--- src/rtl/io_input_unit.sv ---
// io_input_unit: switch/button input stage with debounce, press latch and IO read mux
module io_input_unit #(
   parameter int DB_CYCLES = 200000,
   parameter int CNT_W     = 18
) (
   input  logic        clk,
   input  logic        rst_n,
   input  logic [15:0] switch_raw,
   input  logic        button_raw,
   input  logic        ioRead,
   input  logic        SwitchCtrl,
   input  logic        ButtonCtrl,
   output logic [15:0] io_rdata,
   output logic        btn_level
);
   typedef enum logic [1:0] {RELEASED, PRESS_WAIT, PRESSED, RELEASE_WAIT} state_t;
   localparam logic [CNT_W-1:0] CNT_LAST = CNT_W'(DB_CYCLES - 1);
   logic [15:0]      sw_q1, sw_q2;
   logic             bt_q1, bt_q2;
   state_t           state_q;
   logic [CNT_W-1:0] cnt_q;
   logic             level_q;
   logic             pending_q, pending_d;
   logic [7:0]       press_cnt_q, press_cnt_d;
   logic             press_ev, rd_btn;
   // two-flop synchronisers for the asynchronous switches and button
   always_ff @(posedge clk) begin
      if (!rst_n) begin
         sw_q1 <= '0;
         sw_q2 <= '0;
         bt_q1 <= 1'b0;
         bt_q2 <= 1'b0;
      end else begin
         sw_q1 <= switch_raw;
         sw_q2 <= sw_q1;
         bt_q1 <= button_raw;
         bt_q2 <= bt_q1;
      end
   end
   // debounce FSM: a level change is accepted only after DB_CYCLES stable cycles
   always_ff @(posedge clk) begin
      if (!rst_n) begin
         state_q <= RELEASED;
         cnt_q   <= '0;
         level_q <= 1'b0;
      end else begin
         case (state_q)
            RELEASED: if (bt_q2) begin
               state_q <= PRESS_WAIT;
               cnt_q   <= CNT_W'(1);
            end
            PRESS_WAIT: if (!bt_q2) begin
               state_q <= RELEASED;
               cnt_q   <= '0;
            end else if (cnt_q == CNT_LAST) begin
               state_q <= PRESSED;
               cnt_q   <= '0;
               level_q <= 1'b1;
            end else cnt_q <= cnt_q + CNT_W'(1);
            PRESSED: if (!bt_q2) begin
               state_q <= RELEASE_WAIT;
               cnt_q   <= CNT_W'(1);
            end
            RELEASE_WAIT: if (bt_q2) begin
               state_q <= PRESSED;
               cnt_q   <= '0;
            end else if (cnt_q == CNT_LAST) begin
               state_q <= RELEASED;
               cnt_q   <= '0;
               level_q <= 1'b0;
            end else cnt_q <= cnt_q + CNT_W'(1);
            default: begin
               state_q <= RELEASED;
               cnt_q   <= '0;
               level_q <= 1'b0;
            end
         endcase
      end
   end
   // press event fires on the edge that moves the FSM into PRESSED; a coincident read loses to it
   always_comb begin
      press_ev    = (state_q == PRESS_WAIT) && bt_q2 && (cnt_q == CNT_LAST);
      rd_btn      = ioRead && ButtonCtrl;
      pending_d   = press_ev || (pending_q && !rd_btn);
      press_cnt_d = press_cnt_q + 8'(press_ev);
      io_rdata    = rd_btn ? {press_cnt_q, 6'b0, level_q, pending_q} :
                    (ioRead && SwitchCtrl) ? sw_q2 : 16'h0000;
      btn_level   = level_q;
   end
   // pending flag and wrapping press counter
   always_ff @(posedge clk) begin
      if (!rst_n) begin
         pending_q   <= 1'b0;
         press_cnt_q <= '0;
      end else begin
         pending_q   <= pending_d;
         press_cnt_q <= press_cnt_d;
      end
   end
endmodule

--- config.mk ---
export PLATFORM = sky130hd
export DESIGN_NAME = io_input_unit
export DESIGN_NICKNAME = d
export VERILOG_FILES = /design/src/rtl/io_input_unit.sv
export SDC_FILE = /design/constraint.sdc
export NUM_CORES = 1
export LEC_CHECK = 0
export CAP_MARGIN = 20
export CORE_MARGIN = 2
export CORE_UTILIZATION = 50
export DETAILED_ROUTE_END_ITERATION = 10
export GPL_TIMING_DRIVEN = 0
export HOLD_SLACK_MARGIN = 0.08
export PLACE_DENSITY_LB_ADDON = 0.25
export SYNTH_ARGS = -nofsm -noshare
export SYNTH_HDL_FRONTEND = slang
export SYNTH_SLANG_ARGS = --single-unit
--- constraint.sdc ---
create_clock -name clk -period 3 [get_ports clk]
set_input_delay 0.9 -clock clk [delete_from_list [all_inputs] [get_ports clk]]
set_output_delay 0.9 -clock clk [all_outputs]
set_load 0.03 [all_outputs]
==> results.md, run 1 <==
- Post-DR wirelength/cell: ~13 um
- Largest stage delay on the critical path: 460 ps
- Outcome: complete, no violations
- Num ports: 39
- Chip height: ~75 um
- Worst min path class: register to register
- Peak supply drop: 413.5 uV
- CTS buffer count: 9
- DR pass1 iterations: 4
- Num rows: 26
- GPL Wtd Cong: between 0.8 and 0.9
- Max_cap viols: 0
- Synth warnings: 0
- Initial core utilization: 50.97%
- Final nets: 342
- Cells after DPL: 374
- Vias in the first global route: 1719
- Post-route minimum period: 2964 ps
- Max Root-Sink Buffers: 2
- Synth async-reset ratio: 0%
- Most common cell in the netlist: dfxtp_1
- Routed Antenna Nets: 0
- Leakage Power: 1.284 nW
- Critical path endpoint category: primary output
- CP max FO: 7
- Number of flops mapped to enable cells by yosys: 0
- Worst-Skew Late Latency: 350 ps
- Reg2reg setup slack: 370 ps
- R2R Path Start: cnt_q[0]
- Util after Layout: 64.31%
- Top FF cell, synth: dfxtp_1
- Syn-to-layout area delta: 26.16%
- Clock Skews: ~10 ps
- Vias/cell: 5.145
- Fill cells: 454
- WL final: 5.057 mm
- ANT cells: 0
- Final Cell Area: 0.003222 sq mm
- Max_slew headroom: 48.02%
- Sequential share of the synthesized area: 50.17%
- Clock sink count: 64
- Total Neg Setup Slack: 0 ps
- Mapped cell area: 0.002554 sq mm
- Power Total: 1.715 mW
- Worst path arrival time: 2060 ps
- Power density over the cells: around 530 mW/mm^2
- Area post-placement: 0.003022 sq mm
- Slowest-stage cell, CP: clkdlybuf4s50_1
- Hold buffers post-CTS: 0
- Post-DP HPWL: about 3.5 mm
- Most common library cells after synthesis: dfxtp_1, and2_1, nor2_1
- Dominant cell type by area after synthesis: dfxtp_1
- H-tree depth: 3
- Pin slew with the least headroom to its limit: approximately 770 ps
- Critical path class: primary input to primary output
- Die area: around 0.0057 sq mm
- Mapped Nets: 291
- RSZ-0062 raised after global routing: yes
- Die width: approximately 75 um
- Multi-input gate area: 0.001216 sq mm
- Initial antenna violation count: 0
- Syn Area/Cell: approximately 9.6 sq um
- Tcrit/Tclk final: 98.79%
- Pin count of the biggest net entering global routing: 12
- Root buffer cell: clkbuf_8
- Core ar.: ~0.0050 sq mm
- Final setup vio count: 0
- Max Transition Viols Final: 0
- 1st-iter DRT viols: 114
- Port bufs: 38
- Overflow after GRT: 0
- Crit-path cells: clkdlybuf4s50_1, nor2_4, buf_4, a22o_1, clkbuf_4
- Post-Layout Cell Count: just under 400
- Synth area leaders: dfxtp_1, and2_1, a22o_1
- Startpoint Class: primary input
- Final Hold Viols: 0
- GR Util All Layers: 19.92%
- Fraction of layout cells with a size suffix above 1: 17.39%
- DRC violations left: 0
- CTS tree: done
- Yosys top cell area share: 50.17%
- Min-delay src: sw_q1[13]
- #FFs+latches synth: 64
- Post-synth cell types: 46
- Reg clk slew, reported paths: 70 ps
- First-pass GRT wire length: about 8.3 mm
- Post-Syn Instances: 266
- Via Count: 2017
- CP startpoint: ButtonCtrl
- Register area: 0.001281 sq mm
- Required @ worst endpoint: 2100 ps
- Maximum clock frequency: 0.3374 GHz
==> state kept, by name (all words and copies together), names as in the netlist, named ones only <==
register and flops:
cnt_q 18, btn_level 1, bt_q1 1, state_q 1, sw_q2 16, press_cnt_q 8
bt_q2 1, pending_q 1, sw_q1 16
==> layout by cell type (no fill, tap or decap), types with 3 or more instances in the layout <==
cell	n
dfxtp_1	64
and2_1	40
clkdlybuf4s50_1	20
nor2_1	18
nand3_1	17
nand2_1	16
a22o_1	11
buf_4	11
clkbuf_8	10
inv_1	9
clkbuf_1	7
buf_2	6
nand4_1	6
xor2_1	5
xnor2_1	5
nor4_1	4
nor3_1	4
nand3b_1	4
or3_1	4
and2_4	3
and3_1	3
o311ai_0	3
a21oi_1	3
ha_1	3
==> cell families after synthesis <==
group,after synthesis,synth area share [%]
fa+ha+maj,3,1.470
compound gates,33,10.29
simple gates,135,30.72
mux,1,0.3920
buf+inv,19,2.891
xor+xnor,11,4.067
flops,64,50.17
==> worst paths after layout <==
| kind | endpoint | cells after the start |
|---|---|---|
| min | sw_q2[13] | 1 |
| max | io_rdata[9] | 5 |
| min reg2reg | sw_q2[13] | 1 |
| max reg2reg | press_cnt_q[7] | 11 |
==> critical path: cells and delay by family <==
family	cells	cell delay, ps
buffers and inverters	3	790
AO/OA/AOI/OAI	1	130
AND/OR/NAND/NOR	1	240
==> what timing repair did <==
action / 4_1_cts / 5_1_grt
pin swaps: 1 / 1
gates resized for setup: 104 / 4
setup buffers: 0 / 2
endpoints found under the setup margin: 16 / 8
cloned: 1 / 0
==> metal layers <==
metal	part of all wire (%)	wire length (um)	track usage (%)	up-vias
met5	0	0	0	-
met4	1.6	82	9.747	0
met3	7.4	375	7.275	6
met2	44	2225	27.05	62
met1	47	2373	27.87	930
li1	-	-	-	1019
==> power breakdown <==
| group | total (mW) | internal (mW) | switching (mW) |
|---|---|---|---|
| clock network | 0.737 | 0.405 | 0.332 |
| registers | 0.881 | 0.873 | 0.00838 |
| logic | 0.0964 | 0.0516 | 0.0448 |
| total | 1.71 | 1.33 | 0.386 |
==> cell type report <==
cell class                 instances  share of cell area, %
multi-input combinational        183                  37.75
tap                               70                  2.718
clock buffer                      11                  4.388
buffer                             9                  1.476
sequential                        64                  39.77
timing repair buffer              41                  11.11
clock inverter                     5                  1.748
inverter                           9                  1.049
==> metrics by stage <==
stage | setup WS, ps | hold slack, ps
6_report | 36.31 | 432.0
5_1_grt | -32.42 | 445.2
4_1_cts | 32.96 | 432.2
3_5_place_dp | -952.3 | 419.1
3_3_place_gp | -946.3 | 409.0
2_1_floorplan | 311.1 | 405.7
No activity file was read; power rests on OpenSTA's default activity.
==> run 2, diff against run 1 <==
- ABC_AREA: unset -> 1
- SLEW_MARGIN: unset -> 20
==> results.md, run 2 <==
- Final setup vio count: 0 (unchanged)
- Power Total: 1.621 mW (-5.5%)
- Most common cell in the netlist: nand2_1
- Pin count of the biggest net entering global routing: 13 (+1)
- Util after Layout: 62.20% (-2.1 points)
- Mapped Nets: 423 (+45%)
- Routed Antenna Nets: 0 (unchanged)
- Mapped cell area: 0.002773 sq mm (+8.6%)
- Simple-gate share of the synthesized area: 28.97% (-1.7 points)
- CTS tree: done
- RSZ-0062 raised after global routing: no
- Post-synth cell types: 28 (-39%)
- Initial antenna violation count: 0 (unchanged)
- Top reg by flops: cnt_q
- Power density over the cells: 479.0 mW/mm^2 (-10%)
- Post-Syn Instances: 398 (+50%)
- Worst path arrival time: 2040 ps (-20 ps)
- Reg clk slew, reported paths: 70 ps (about the same)
- Worst-Skew Late Latency: 330 ps (-20 ps)
- Complex-gate fraction of the synthesized area: 9.206% (-1.1 points)
- Num rows: 27 (+3.8%)
- Slowest-stage cell, CP: clkdlybuf4s50_1
- Worst min path class: register to register
- Max Transition Viols Final: 0 (unchanged)
- Peak supply drop: 419.7 uV (+1.5%)
- Pin slew with the least headroom to its limit: 557.2 ps (-215.4 ps)
- Num ports: 39 (unchanged)
- Sequential share of the synthesized area: 46.21% (-4.0 points)
- Chip height: 78.47 um (+4.0%)
- Most used cell, CP: buf_6
- Post-DR wirelength/cell: 11.00 um (-15%)
- Fraction of layout cells with a size suffix above 1: 12.86% (-4.5 points)
- #FFs+latches synth: 64 (unchanged)
- Overflow after GRT: 0 (unchanged)
- Max_cap viols: 0 (unchanged)
- Largest family of logic cells by synthesized area: simple AND/OR/NAND/NOR gates
- Die area: 0.006157 sq mm (+8.1%)
- Port bufs: 35 (-7.9%)
- Post-Synth Adder-Cell Area: 1.354% (-0.12 points)
- Largest stage delay on the critical path: 470 ps (about the same)
- First-pass GRT wire length: 10.20 mm (+23%)
- CTS buffer count: 9 (unchanged)
- Vias/cell: 4.818 (-6.4%)
- Clock sink count: 64 (unchanged)
- Leading cell types in the layout, fill and taps excluded: nand2_1, inv_1, dfxtp_1
- Startpoint Class: primary input
- Number of flops mapped to enable cells by yosys: 0 (unchanged)
- WL final: 5.754 mm (+14%)
- Crit-path leading delay family: buffers and inverters
- ANT cells: 0 (unchanged)
- Yosys top cell area share: 46.21% (-4.0 points)
- Max Root-Sink Buffers: 2 (unchanged)
- Outcome: complete, no violations
- Initial core utilization: 50.98% (about the same)
- Die width: 78.47 um (+4.0%)
- Top FF cell, synth: dfxtp_1
- DR pass1 iterations: 4 (unchanged)
- Dominant cell type by area after synthesis: dfxtp_1
- 1st-iter DRT viols: 107 (-6.1%)
- Max reg flops: 18 (unchanged)
- Syn-to-layout area delta: 22.02%
- Total Neg Setup Slack: 0 ps (unchanged)
- Syn Area/Cell: 6.966 sq um (-27%)
- Commonest non-fill, non-tap cell in the layout: nand2_1
- Xor/xnor share of the synthesized area: 0.9477% (-3.1 points)
- GR Util All Layers: 21.22% (+1.3 points)
- Vias in the first global route: 2396 (+39%)
- Synth warnings: 0 (unchanged)
- Critical path class: primary input to primary output
- Required @ worst endpoint: 2100 ps (about the same)
- Synth area leaders: dfxtp_1, nand2_1, inv_1
- Final nets: 471 (+38%)
- Final Hold Viols: 0 (unchanged)
- Post-route minimum period: 2937 ps (-26.58 ps)
- Tcrit/Tclk final: 97.90% (-0.89 points)
- Root buffer cell: clkbuf_8
- Hold buffers post-CTS: 0 (unchanged)
- GPL Wtd Cong: 0.8783 (+3.4%)
- H-tree depth: 3 (unchanged)
- Clock Skews: 5.246 ps (-4.726 ps)
- CP max FO: 8 (+1)
- Critical path endpoint category: primary output
- Leakage Power: 1.604 nW (+25%)
- Crit-path cells: clkdlybuf4s50_1, nand3b_1, buf_6, buf_6, nor2_1, buf_4
- Via Count: 2520 (+25%)
- DRC violations left: 0 (unchanged)
- Multiplexer area fraction after synthesis: 0% (-0.39 points)
- Core ar.: 0.005439 sq mm (+8.6%)
- Synth async-reset ratio: 0% (unchanged)
- Max_slew headroom: 62.85% (+15 points)
- Most common library cells after synthesis: nand2_1, inv_1, dfxtp_1
- Largest regs: cnt_q (18), sw_q1 (16), sw_q2 (16)
- WP buf/inv: 4 (+1)
- Maximum clock frequency: 0.3405 GHz (+0.91%)
- Post-DP HPWL: 4.197 mm (+20%)
## run 2: changes by cell type after synthesis, moves of 11 or more
cell and change:
nand2_1 +80, inv_1 +72, and2_1 -43, nor2_1 +23
o21ai_0 +18, a21oi_1 +13, a22o_1 -11
## run 2: timing repair
| action | 4_1_cts | 5_1_grt |
|---|---|---|
| endpoints found under the setup margin | 16 | 8 |
| gates resized for setup | 94 | 15 |
| setup buffers | 1 | 0 |
| gates cloned | 1 | 0 |
## run 2: area by class of cell
type,instances,area [sq um]
buffer,10,52.55
multi-input combinational,238,1147
sequential,64,1281
fill,519,2056
clock buffer,9,123.9
tap,72,90.09
inverter,86,322.8
clock inverter,7,48.80
timing repair buffer,37,316.6
## run 2: routing by layer
layer,global-route usage [%],routed length (um)
met4,8.246,69
met3,5.517,234
met5,0,0
met1,25.25,2649
met2,36.55,2800
## run 2: final timing paths
kind	cells past startpoint	slack, ps	to	from
max	6	60	io_rdata[5]	SwitchCtrl
min	2	410	sw_q2[1]	sw_q1[1]
min reg2reg	2	410	sw_q2[1]	sw_q1[1]
max reg2reg	14	600	press_cnt_q[6]	cnt_q[0]
## run 2: logic make-up after synthesis
family / count (synthesis)
buffers and inverters: 96
XOR/XNOR: 3
flip-flops: 64
AO/OA/AOI/OAI: 47
AND/OR/NAND/NOR: 185
adder cells (fa/ha/maj): 3
## run 2: tightest hold or removal path: stages, from the launching register on
cell and delay (ps):
dfxtp_1 310, nand2_1 40, inv_1 40
## run 2: stage by stage
stage	worst slack, ps	instance area [sq um]	hold WS [ps]	std cells
after floorplan	95.55	2773	386.4	398
final	62.89	3383	413.8	523
after detailed placement	-572.9	3213	398.1	505
after global placement	-567.9	3213	392.1	505
after CTS	18.13	3351	414.2	523
after global routing	1.129	3383	433.5	523
## run 2: where the power goes
group	leakage (nW)	switching, mW	internal [mW]
Sequential	0.523	0.00704	0.872
Clock	0.0889	0.345	0.299
Combinational	0.992	0.0542	0.0437
==> run 3, diff against run 2 <==
- CORE_MARGIN: 2 -> unset
==> results.md, run 3 (same netlist as run 2, synthesis figures left out) <==
- Clock sink count: 64 (unchanged)
- RSZ-0062 raised after global routing: no
- Num ports: 39 (unchanged)
- Clock Skews: 8.841 ps (+3.595 ps)
- GPL Wtd Cong: 0.8950 (+1.9%)
- Fraction of layout cells with a size suffix above 1: 12.20% (-0.67 points)
- Final setup vio count: 0 (unchanged)
- Startpoint Class: primary input
- WP buf/inv: 4 (unchanged)
- Leading cell types in the layout, fill and taps excluded: nand2_1, inv_1, dfxtp_1
- Outcome: complete, no violations
- Cells after DPL: 503 (-0.40%)
- Maximum clock frequency: 0.3411 GHz (+0.19%)
- Num rows: 26 (-3.7%)
- Tcrit/Tclk final: 97.71% (-0.19 points)
- Power density over the cells: 554.0 mW/mm^2 (+16%)
- Largest regs: cnt_q (18), sw_q1 (16), sw_q2 (16)
- Chip height: 76.47 um (-2.5%)
- Power Total: 1.901 mW (+17%)
- Crit-path leading delay family: buffers and inverters
- Syn-to-layout area delta: 23.78%
- Vias/cell: 4.777 (-0.85%)
- Largest stage delay on the critical path: 450 ps (-20 ps)
- 1st-iter DRT viols: 176 (+64%)
- Vias in the first global route: 2237 (-6.6%)
- Crit-path cells: clkdlybuf4s50_1, nand3b_1, buf_4, buf_6, o22ai_1, buf_4
- Port bufs: 35 (unchanged)
- Max_cap viols: 0 (unchanged)
- Max_slew headroom: 63.43% (+0.57 points)
- CP max FO: 8 (unchanged)
- Hold buffers post-CTS: 0 (unchanged)
- Peak supply drop: 447.6 uV (+6.7%)
- First-pass GRT wire length: 10.05 mm (-1.5%)
- Worst path depth: 6 (unchanged)
- ANT cells: 0 (unchanged)
- Via Count: 2489 (-1.2%)
- Routed Antenna Nets: 0 (unchanged)
- Most used cell, CP: buf_4
- Post-route minimum period: 2931 ps (-5.677 ps)
- Required @ worst endpoint: 2100 ps (about the same)
- Initial core utilization: 52.94% (+2.0 points)
- H-tree depth: 3 (unchanged)
- Final Hold Viols: 0 (unchanged)
- Max Root-Sink Buffers: 2 (unchanged)
- Pin slew with the least headroom to its limit: 548.6 ps (-8.575 ps)
- CTS buffer count: 9 (unchanged)
- CTS tree: done
- Max reg flops: 18 (unchanged)
- Post-DP HPWL: 4.278 mm (+1.9%)
- GR Util All Layers: 22.03% (+0.81 points)
- Core ar.: 0.005238 sq mm (-3.7%)
- Commonest non-fill, non-tap cell in the layout: nand2_1
- Hold path depth: 2 (unchanged)
- Critical path class: primary input to primary output
- Leakage Power: 1.635 nW (+1.9%)
- Slowest-stage cell, CP: clkdlybuf4s50_1
- Total Neg Setup Slack: 0 ps (unchanged)
- DR pass1 iterations: 4 (unchanged)
- Max Transition Viols Final: 0 (unchanged)
- Root buffer cell: clkbuf_8
- Worst min path class: register to register
- Final nets: 471 (unchanged)
- Worst path arrival time: 2030 ps (about the same)
- Pin count of the biggest net entering global routing: 13 (unchanged)
- WL final: 5.858 mm (+1.8%)
- Top reg by flops: cnt_q
- R2R cell count: 14 (unchanged)
- DRC violations left: 0 (unchanged)
- Critical path endpoint category: primary output
- Post-Layout Cell Count: 521 (-0.38%)
- Worst-Skew Late Latency: 350 ps (+20 ps)
- Die area: 0.005847 sq mm (-5.0%)
- Initial antenna violation count: 0 (unchanged)
- Die width: 76.47 um (-2.5%)
- Post-DR wirelength/cell: 11.24 um (+2.2%)
- Reg clk slew, reported paths: 70 ps (about the same)
- Overflow after GRT: 0 (unchanged)
-- run 3: report_power, final --
| part | internal [mW] | leakage (nW) | switching, mW |
|---|---|---|---|
| Clock | 0.578 | 0.123 | 0.347 |
| Combinational | 0.0429 | 0.989 | 0.0543 |
| Sequential | 0.872 | 0.523 | 0.00699 |
| Total | 1.49 | 1.63 | 0.408 |
-- run 3: worst reg2reg max path, delay by kind of cell (launching register included) --
kind / cells / cell delay, ps
AO/OA/AOI/OAI: 2 / 220
flip-flops: 1 / 370
adder cells (fa/ha/maj): 3 / 520
AND/OR/NAND/NOR: 8 / 990
buffers and inverters: 1 / 110
-- run 3: metal layers --
metal	wire [um]	GRT usage (%)	vias up	part of all wire, %
met5	0	0	-	0
met4	106	11.54	0	1.8
met3	227	6.108	9	3.9
met2	2695	33.78	53	46
met1	2829	28.13	1119	48
li1	-	-	1308	-
-- run 3: area by class of cell --
| class | instances | area [sq um] |
|---|---|---|
| fillers | 469 | 1805 |
| flip-flops and latches | 64 | 1281 |
| multi-input cells | 238 | 1129 |
| inverters | 86 | 322.8 |
| repair buffers | 37 | 306.5 |
| clock buffers | 10 | 137.6 |
| clock inverters | 6 | 115.1 |
| well taps | 70 | 87.58 |
| plain buffers | 10 | 52.55 |
-- run 3: metrics by stage --
stage	hold WS [ps]	setup WS [ps]	area, sq um	util, %
finish	409.7	68.57	3432	65.53
global route	417.9	2.092	3432	65.53
CTS	410.1	30.87	3430	65.48
detailed placement	396.0	-553.0	3211	61.30
global placement	389.2	-523.9	3211	61.30
floorplan	386.4	95.55	2773	-
-- run 3: timing repair --
item	in CTS	in global routing
resized for setup	85	16
endpoints found under the setup margin	16	9
setup buffers	1	0
gates cloned	1	0
-- run 3: final timing paths --
path,to,slack (ps),start
worst max-delay path,io_rdata[14],70,SwitchCtrl
worst min-delay path,sw_q2[10],410,sw_q1[10]
worst max register to register,press_cnt_q[6],660,cnt_q[0]
worst min register to register,sw_q2[10],410,sw_q1[10]
==> RTL change (settings of run 2) <==
Register the output `btn_level`, with the module's reset; this adds one clock of latency there. The other outputs are not delayed to match.
--- a/src/rtl/io_input_unit.sv
+++ b/src/rtl/io_input_unit.sv
@@ -16,4 +16,6 @@
    typedef enum logic [1:0] {RELEASED, PRESS_WAIT, PRESSED, RELEASE_WAIT} state_t;
    localparam logic [CNT_W-1:0] CNT_LAST = CNT_W'(DB_CYCLES - 1);
+
+   logic btn_level_d;
    logic [15:0]      sw_q1, sw_q2;
    logic             bt_q1, bt_q2;
@@ -86,5 +88,5 @@
       io_rdata    = rd_btn ? {press_cnt_q, 6'b0, level_q, pending_q} :
                     (ioRead && SwitchCtrl) ? sw_q2 : 16'h0000;
-      btn_level   = level_q;
+      btn_level_d = level_q;
    end
    // pending flag and wrapping press counter
@@ -98,4 +100,12 @@
       end
    end
+   always_ff @(posedge clk) begin
+      if (!rst_n) begin
+         btn_level <= '0;
+      end else begin
+         btn_level <= btn_level_d;
+      end
+   end
+
 endmodule
 
Check against the original RTL: same outputs for any inputs over 10 cycles, from zero or initial values and one cycle with rst_n low; that may be too few to reach the edited logic, so the function may still have changed.
==> RTL change against run 2 <==
Routed wire length is 5.2% higher; design area is 4.3% higher; hold slack hardly changed; power is 22% higher; sequential cell count is 1 higher; synthesized cell count is 0.75% lower; setup slack worse by 0.017 ns; core utilization is 2.6 points higher; area after synthesis is 0.41% higher; critical endpoint is now io_rdata[14]; largest power group is now the clock network; highest routed layer unchanged.
==> RTL change: results (changes against run 2) <==
| Metric | Value |
|---|---|
| Status | `completed (unchanged)` |
| Worst R2R Setup Slack | `0.34 ns (was 0.60 ns)` |
| DR pass1 iterations | `5 (was 4)` |
| Mapped Nets | `420 (was 423)` |
| Global-route usage over all layers | `21.3% (was 21.2%)` |
| WHS Path Cells | `2 (unchanged)` |
| Pleak | `1.69 nW (was 1.60 nW)` |
| Drt wl/cell | `11.6 microns (was 11.0 microns)` |
| Reg2reg end | `press_cnt_q[6]$_SDFF_PN0_ (unchanged)` |
| Least-Margin Pin Slew | `0.573 ns (was 0.557 ns)` |
| GP Congestion | `0.887 (was 0.878)` |
| Comb power frac | `5.2% (was 6.0%)` |
| First-pass GRT wire length | `10.1 mm (was 10.2 mm)` |
| Post-synth cell types | `26 (was 28)` |
| Post-synth EDFFs | `0 (unchanged)` |
| Hold Path Origin | `sw_q1[3]$_SDFF_PN0_ (was sw_q1[1]$_SDFF_PN0_)` |
| Clock Skew | `0.00655 ns (was 0.00525 ns)` |
| Power Clock | `0.980 mW (was 0.644 mW)` |
| Hold slack | `0.413 ns (was 0.414 ns)` |
| Number of buffers added on ports | `38 (was 35)` |
| DP HPWL | `4.20 mm (about the same)` |
| Comb. pwr | `0.103 mW (was 0.0979 mW)` |
| DP Worst Slack | `-0.849 ns (was -0.573 ns)` |
| Post-synth top cells | `98 x nand2_1, 87 x inv_1, 65 x dfxtp_1 (was 97 x nand2_1, 81 x inv_1, 64 x dfxtp_1)` |
| Number of global-route vias before repair | `2447 (was 2396)` |
| Setup ws final | `0.0458 ns (was 0.0629 ns)` |
| R2r worst-path depth | `14 (unchanged)` |
| Via count | `2540 (was 2520)` |
| P_sw | `0.408 mW (was 0.406 mW)` |
| Post_cts resized | `92 (was 94)` |
| Routed WL | `6.06 mm (was 5.75 mm)` |
| Max VDD drop | `0.357 mV (was 0.420 mV)` |
| Top cells by area, synth | `dfxtp_1 47%, nand2_1 13%, inv_1 12% (was dfxtp_1 46%, nand2_1 13%, inv_1 11%)` |
| DR iter-0 viols | `186 (was 107)` |
| Hold EP | `sw_q2[3]$_SDFF_PN0_ (was sw_q2[1]$_SDFF_PN0_)` |
| Share of layout cells above drive strength 1 | `12.4% (was 12.9%)` |
| DP Area | `3250 sq um (was 3210 sq um)` |
| Setup crit end | `io_rdata[14] (was io_rdata[5])` |
[RTL change: cell families after synthesis]
kind of cell             after synthesis  share of synthesized area (%)
buffers and inverters                 96                           13.3
AND/OR/NAND/NOR                      182                           28.4
adder cells (fa/ha/maj)                3                           1.35
flip-flops                            65                           46.7
XOR/XNOR                               5                           1.57
AO/OA/AOI/OAI                         44                           8.67
[RTL change: per-layer routing]
metal  GRT usage, %  part of all wire, %  wire, microns
met2           36.2                   48           2890
met5              0                    0              0
met4           11.2                  2.0            123
met1           24.1                   44           2650
met3           5.86                  6.6            398
[RTL change: area by class of cell]
class / count / area, sq um
clock buffer: 9 / 124
fill: 485 / 1910
inverter: 88 / 330
clock inverter: 7 / 143
tap: 72 / 90.1
buffer: 8 / 50.0
multi-input combinational: 234 / 1140
timing repair buffer: 40 / 347
sequential: 65 / 1300
[RTL change: critical path, cell delays in order]
cell             delay, ns
clkdlybuf4s50_1       0.47
nand3b_1              0.09
buf_6                 0.15
clkbuf_8              0.15
o22ai_2               0.10
buf_4                 0.19
